==> src/rtl/lc4_branch_predictor.sv <==
// Direct-mapped BTB with per-entry saturating direction counters for LC4 fetch.
// F-stage lookup is combinational; X-stage resolution updates the table and the performance counters.
module lc4_branch_predictor #(
    parameter int ENTRIES  = 16,
    parameter int PC_W     = 16,
    parameter int CTR_BITS = 2,
    parameter int STAT_W   = 16
) (
    input  logic              clk,
    input  logic              rst,
    input  logic              gwe,
    input  logic [PC_W-1:0]   i_f_pc,
    output logic              o_f_pred_taken,
    output logic [PC_W-1:0]   o_f_pred_target,
    input  logic              i_x_valid,
    input  logic [PC_W-1:0]   i_x_pc,
    input  logic              i_x_uncond,
    input  logic              i_x_taken,
    input  logic [PC_W-1:0]   i_x_target,
    input  logic              i_x_pred_taken,
    input  logic [PC_W-1:0]   i_x_pred_target,
    output logic              o_x_mispredict,
    output logic [PC_W-1:0]   o_x_redirect_pc,
    output logic [STAT_W-1:0] o_stat_lookups,
    output logic [STAT_W-1:0] o_stat_mispredicts
);

    localparam int IDX   = $clog2(ENTRIES);
    localparam int TAG_W = PC_W - IDX;

    localparam logic [CTR_BITS-1:0] CTR_MAX = '1;
    localparam logic [CTR_BITS-1:0] CTR_WT  = CTR_BITS'(2 ** (CTR_BITS - 1));
    localparam logic [CTR_BITS-1:0] CTR_WNT = CTR_BITS'(2 ** (CTR_BITS - 1) - 1);
    localparam logic [STAT_W-1:0]   STAT_MAX = '1;

    logic                r_valid  [ENTRIES];
    logic [TAG_W-1:0]    r_tag    [ENTRIES];
    logic [PC_W-1:0]     r_target [ENTRIES];
    logic [CTR_BITS-1:0] r_ctr    [ENTRIES];

    logic [STAT_W-1:0]   r_stat_lookups;
    logic [STAT_W-1:0]   r_stat_mispredicts;

    logic [IDX-1:0]      w_f_idx;
    logic [TAG_W-1:0]    w_f_tag;
    logic                w_f_hit;
    logic [IDX-1:0]      w_x_idx;
    logic [TAG_W-1:0]    w_x_tag;
    logic                w_x_hit;
    logic                w_x_eff_taken;
    logic                w_x_update;
    logic                w_x_mispredict;

    // Fetch-side lookup
    assign w_f_idx = i_f_pc[IDX-1:0];
    assign w_f_tag = i_f_pc[PC_W-1:IDX];
    assign w_f_hit = r_valid[w_f_idx] && (r_tag[w_f_idx] == w_f_tag);

    assign o_f_pred_taken  = w_f_hit && r_ctr[w_f_idx][CTR_BITS-1];
    assign o_f_pred_target = o_f_pred_taken ? r_target[w_f_idx] : i_f_pc + PC_W'(1);

    // Resolution-side check
    assign w_x_idx       = i_x_pc[IDX-1:0];
    assign w_x_tag       = i_x_pc[PC_W-1:IDX];
    assign w_x_hit       = r_valid[w_x_idx] && (r_tag[w_x_idx] == w_x_tag);
    assign w_x_eff_taken = i_x_taken || i_x_uncond;
    assign w_x_update    = gwe && i_x_valid;

    assign w_x_mispredict = i_x_valid &&
                            ((i_x_pred_taken != i_x_taken) ||
                             (i_x_taken && (i_x_pred_target != i_x_target)));

    assign o_x_mispredict  = w_x_mispredict;
    assign o_x_redirect_pc = !i_x_valid ? '0 :
                             i_x_taken  ? i_x_target : i_x_pc + PC_W'(1);

    assign o_stat_lookups     = r_stat_lookups;
    assign o_stat_mispredicts = r_stat_mispredicts;

    always_ff @(posedge clk) begin
        if (rst) begin
            for (int i = 0; i < ENTRIES; i++) begin
                r_valid[i]  <= 1'b0;
                r_tag[i]    <= '0;
                r_target[i] <= '0;
                r_ctr[i]    <= CTR_WNT;
            end
        end else if (w_x_update) begin
            if (w_x_hit) begin
                if (w_x_eff_taken) begin
                    r_target[w_x_idx] <= i_x_target;
                    if (i_x_uncond || r_ctr[w_x_idx] == CTR_MAX)
                        r_ctr[w_x_idx] <= CTR_MAX;
                    else
                        r_ctr[w_x_idx] <= r_ctr[w_x_idx] + CTR_BITS'(1);
                end else if (r_ctr[w_x_idx] != '0) begin
                    r_ctr[w_x_idx] <= r_ctr[w_x_idx] - CTR_BITS'(1);
                end
            end else if (w_x_eff_taken) begin
                // Miss and taken: claim the slot, evicting whatever aliased there
                r_valid[w_x_idx]  <= 1'b1;
                r_tag[w_x_idx]    <= w_x_tag;
                r_target[w_x_idx] <= i_x_target;
                r_ctr[w_x_idx]    <= i_x_uncond ? CTR_MAX : CTR_WT;
            end
        end
    end

    always_ff @(posedge clk) begin
        if (rst) begin
            r_stat_lookups     <= '0;
            r_stat_mispredicts <= '0;
        end else if (gwe) begin
            if (i_x_valid && r_stat_lookups != STAT_MAX)
                r_stat_lookups <= r_stat_lookups + STAT_W'(1);
            if (w_x_mispredict && r_stat_mispredicts != STAT_MAX)
                r_stat_mispredicts <= r_stat_mispredicts + STAT_W'(1);
        end
    end

endmodule

==> config.mk <==
export PLATFORM = sky130hd
export DESIGN_NAME = lc4_branch_predictor
export DESIGN_NICKNAME = d
export VERILOG_FILES = /design/src/rtl/lc4_branch_predictor.sv
export SDC_FILE = /design/constraint.sdc
export NUM_CORES = 1
export LEC_CHECK = 0
export ABC_AREA = 0
export BUFFER_PORTS_ARGS = -buffer_cell sky130_fd_sc_hd__clkbuf_2
export CORE_MARGIN = 2
export CORE_UTILIZATION = 58
export CTS_CLUSTER_DIAMETER = 200
export CTS_CLUSTER_SIZE = 25
export DETAILED_ROUTE_END_ITERATION = 10
export GPL_ROUTABILITY_DRIVEN = 0
export PLACE_DENSITY = 0.74
export REMOVE_ABC_BUFFERS = 1
export SYNTH_ARGS = -nofsm -noshare
export SYNTH_HDL_FRONTEND = slang
export SYNTH_SLANG_ARGS = --single-unit
export TNS_END_PERCENT = 50
==> constraint.sdc <==
create_clock -name clk -period 5.4 [get_ports clk]
set_input_delay 0.54 -clock clk [delete_from_list [all_inputs] [get_ports clk]]
set_output_delay 0.54 -clock clk [all_outputs]
set_load 0.1 [all_outputs]
==> metrics <==
Synth async-reset ratio 0%; clk buf depth 3; first-pass iteration count of the detailed router 6; share of layout cells above drive strength 1 20.9%; WL/cell 29.8 um; number of synthesized flops with an enable pin 480; RSZ-0062 raised after global routing no; Yosys reg bits 528; Final nets between 2000 and 2500; final-report setup violation count 0; startpoint types primary input; Starting Density 59.0%; post-DP HPWL 56400 um; Netlist cell types 69; Slew @ Worst Pin about 1.2 ns; routed vias 19629; pin count of the biggest net entering global routing ~120; worst rel slew slack roughly 18%; Worst path slowest cell nor2_1; PD cells 271 nW/um2; Seq/Total Area, Yosys 54.5%; mapped cell area between 20000 and 30000 um2; post-route setup slack 0.766 ns; pre-CTS setup slack 0.544 ns; area leader, netlist edfxtp_1; crit-path cells clkbuf_2, nor2_1, a22oi_1, o21ai_0, o2bb2ai_1, a2111oi_0, buf_4, nand4_1, nor3_1, buf_12; Die Y ~220 um; syn_area_per_cell roughly 13 um2; CP Launch Point i_f_pc[3]; Hold Crit Class in2reg; Placed Area 29400 um2; Worst VDD drop 0.211 mV; Pleak 12.1 nW; hold_ws 0.182 ns; Final ANT Viol Nets 0; WP depth 10; Crit Path Class in2out; WL final 82400 um; ys flop type edfxtp_1; Final Cycle Share 85.8%; RR Endpoint r_tag[0][10]; drt drc 0; Setup crit end o_f_pred_taken; CTS tree done; number of global-route vias before repair 18623; Hold Startpoint rst; GRT overflow 0; area added between synthesis and finish 6.76%; number of top-level pins 137; CTS clock-pin slew for the worst setup and hold paths 0.10 ns; first-pass GRT wire length between 100000 and 150000 um; Tot Pwr a little over 0.008 W; Post-Synthesis Cells between 2000 and 2500; Clock Sinks about 530; # rows 80; root buffer selected by CTS clkbuf_16; top post-synthesis cells by area edfxtp_1 51%, mux4_2 15%, and3_1 10%, dfxtp_1 3.4%, clkbuf_1 2.3%; r2r startpoint r_tag[9][4]; Required @ worst endpoint 4.86 ns; CP peak stage delay around 0.85 ns; synth warn 0; Inserted Clock Buffers 25; Bufs and invs on worst path 3; crit-path max FO 15; antenna violations before repair 4; maxcap violations 0; vias per cell 7.09; Register-to-Register Path Depth 8; I/O Buffers 136; clock latency on the worst-skew pair 0.62 ns; Die X ~220 um; clock period minus final worst setup slack 4.63 ns; area fraction of the dominant cell type after synthesis 51.1%; Fmax 0.216 GHz; Iter 0 DRT Violations 3206; H-tree Lvls 1; Core Area 47800 um2; Worst Path Arrival approximately 4.1 ns; PostCTS Resize Cnt 0; setup bufs post-CTS 0; gr usage total 32.8%; Hold Violations, Final 0; post-route cell area 30100 um2; Worst path top cell family by delay simple AND/OR/NAND/NOR gates; Slew Viols, Final 0; Die ar. 50400 um2; Critical Path End Type primary output; final setup TNS 0 ns; Worst Skew 0.0403 ns; Hold Buf Count CTS 0; status complete, no violations; Reg2Reg Setup Slack 1.46 ns
## per-layer routing
layer	track usage (%)	vias to the layer above	routed length (um)
li1	-	8258	-
met5	0	-	35
met2	49.2	1486	36600
met1	48.0	9690	30600
met3	8.71	189	12500
met4	8.84	6	2580
## sequential cells by signal, indices dropped and copies added (netlist names)
signal	count
r_target	256
r_tag	192
r_ctr	32
o_stat_lookups	16
o_stat_mispredicts	16
r_valid	16
## cell type report
class                      count  area (um2)
clock buffer                  44         697
clock inverter                 2        38.8
sequential                   528       15400
inverter                      45         169
timing repair buffer         194        1440
fill                        3525       17700
tap                          615         769
antenna                        3        7.51
multi-input combinational   1337       11600
## metrics by stage
step,instances,util (%)
after floorplan,1910,-
after global placement,2719,61.4
after detailed placement,2719,61.4
after CTS,2765,63.0
after global routing,2765,63.0
final,2768,63.0
## cell families after synthesis
group	after synthesis	synth area share, %
adders and majority gates	9	0.399
buffers and inverters	279	4.35
AOI/OAI and AO/OA	193	4.80
xor gates and xnor gates	85	2.66
and+or+nand+nor	806	16.3
muxes	244	17.0
DFF	528	54.5
## worst register-to-register path, stage by stage, from the launching register on
cell and delay, ns:
edfxtp_1 0.47, mux4_2 0.55, mux4_2 0.50, xnor2_2 0.19, o21ai_1 0.12, or4_4 0.51, or4_4 0.59, buf_12 0.23
a21o_1 0.46
## cell usage in the layout, fill, tap and decap left out, types with 35 or more instances in the layout
cell type and n:
a22oi_1 41, buf_4 55, mux4_2 186, inv_1 43, edfxtp_1 480, dfxtp_1 48, clkbuf_2 115, mux2i_1 35
nand2_1 98, xnor2_1 53, and3_1 469, nor2_1 86
## power breakdown
group	internal [W]	switching (W)
registers	0.00465	0.000106
logic	0.000441	0.000766
clock network	0.000898	0.00129
## cell usage after synthesis (23+ instances only)
cell type  number
o21ai_0        29
mux2i_1        35
xor2_1         31
mux2_2         23
and2_1         23
mux4_2        186
edfxtp_1      480
a22oi_1        41
and3_1        469
nor2_1         86
clkbuf_1      175
inv_1          43
xnor2_1        53
dfxtp_1        48
nand2_1        98
## worst min-delay path by stage
stage                     cells past startpoint                 end  slack (ns)
after CTS                                     2  o_stat_lookups[14]        0.17
final                                         2  o_stat_lookups[14]        0.18
after global routing                          2  o_stat_lookups[14]        0.20
after global placement                        1          r_valid[2]        0.49
after detailed placement                      1          r_valid[2]        0.50
after floorplan                               1         r_valid[13]        0.46
Note: power is estimated with default switching activity, not from simulation.
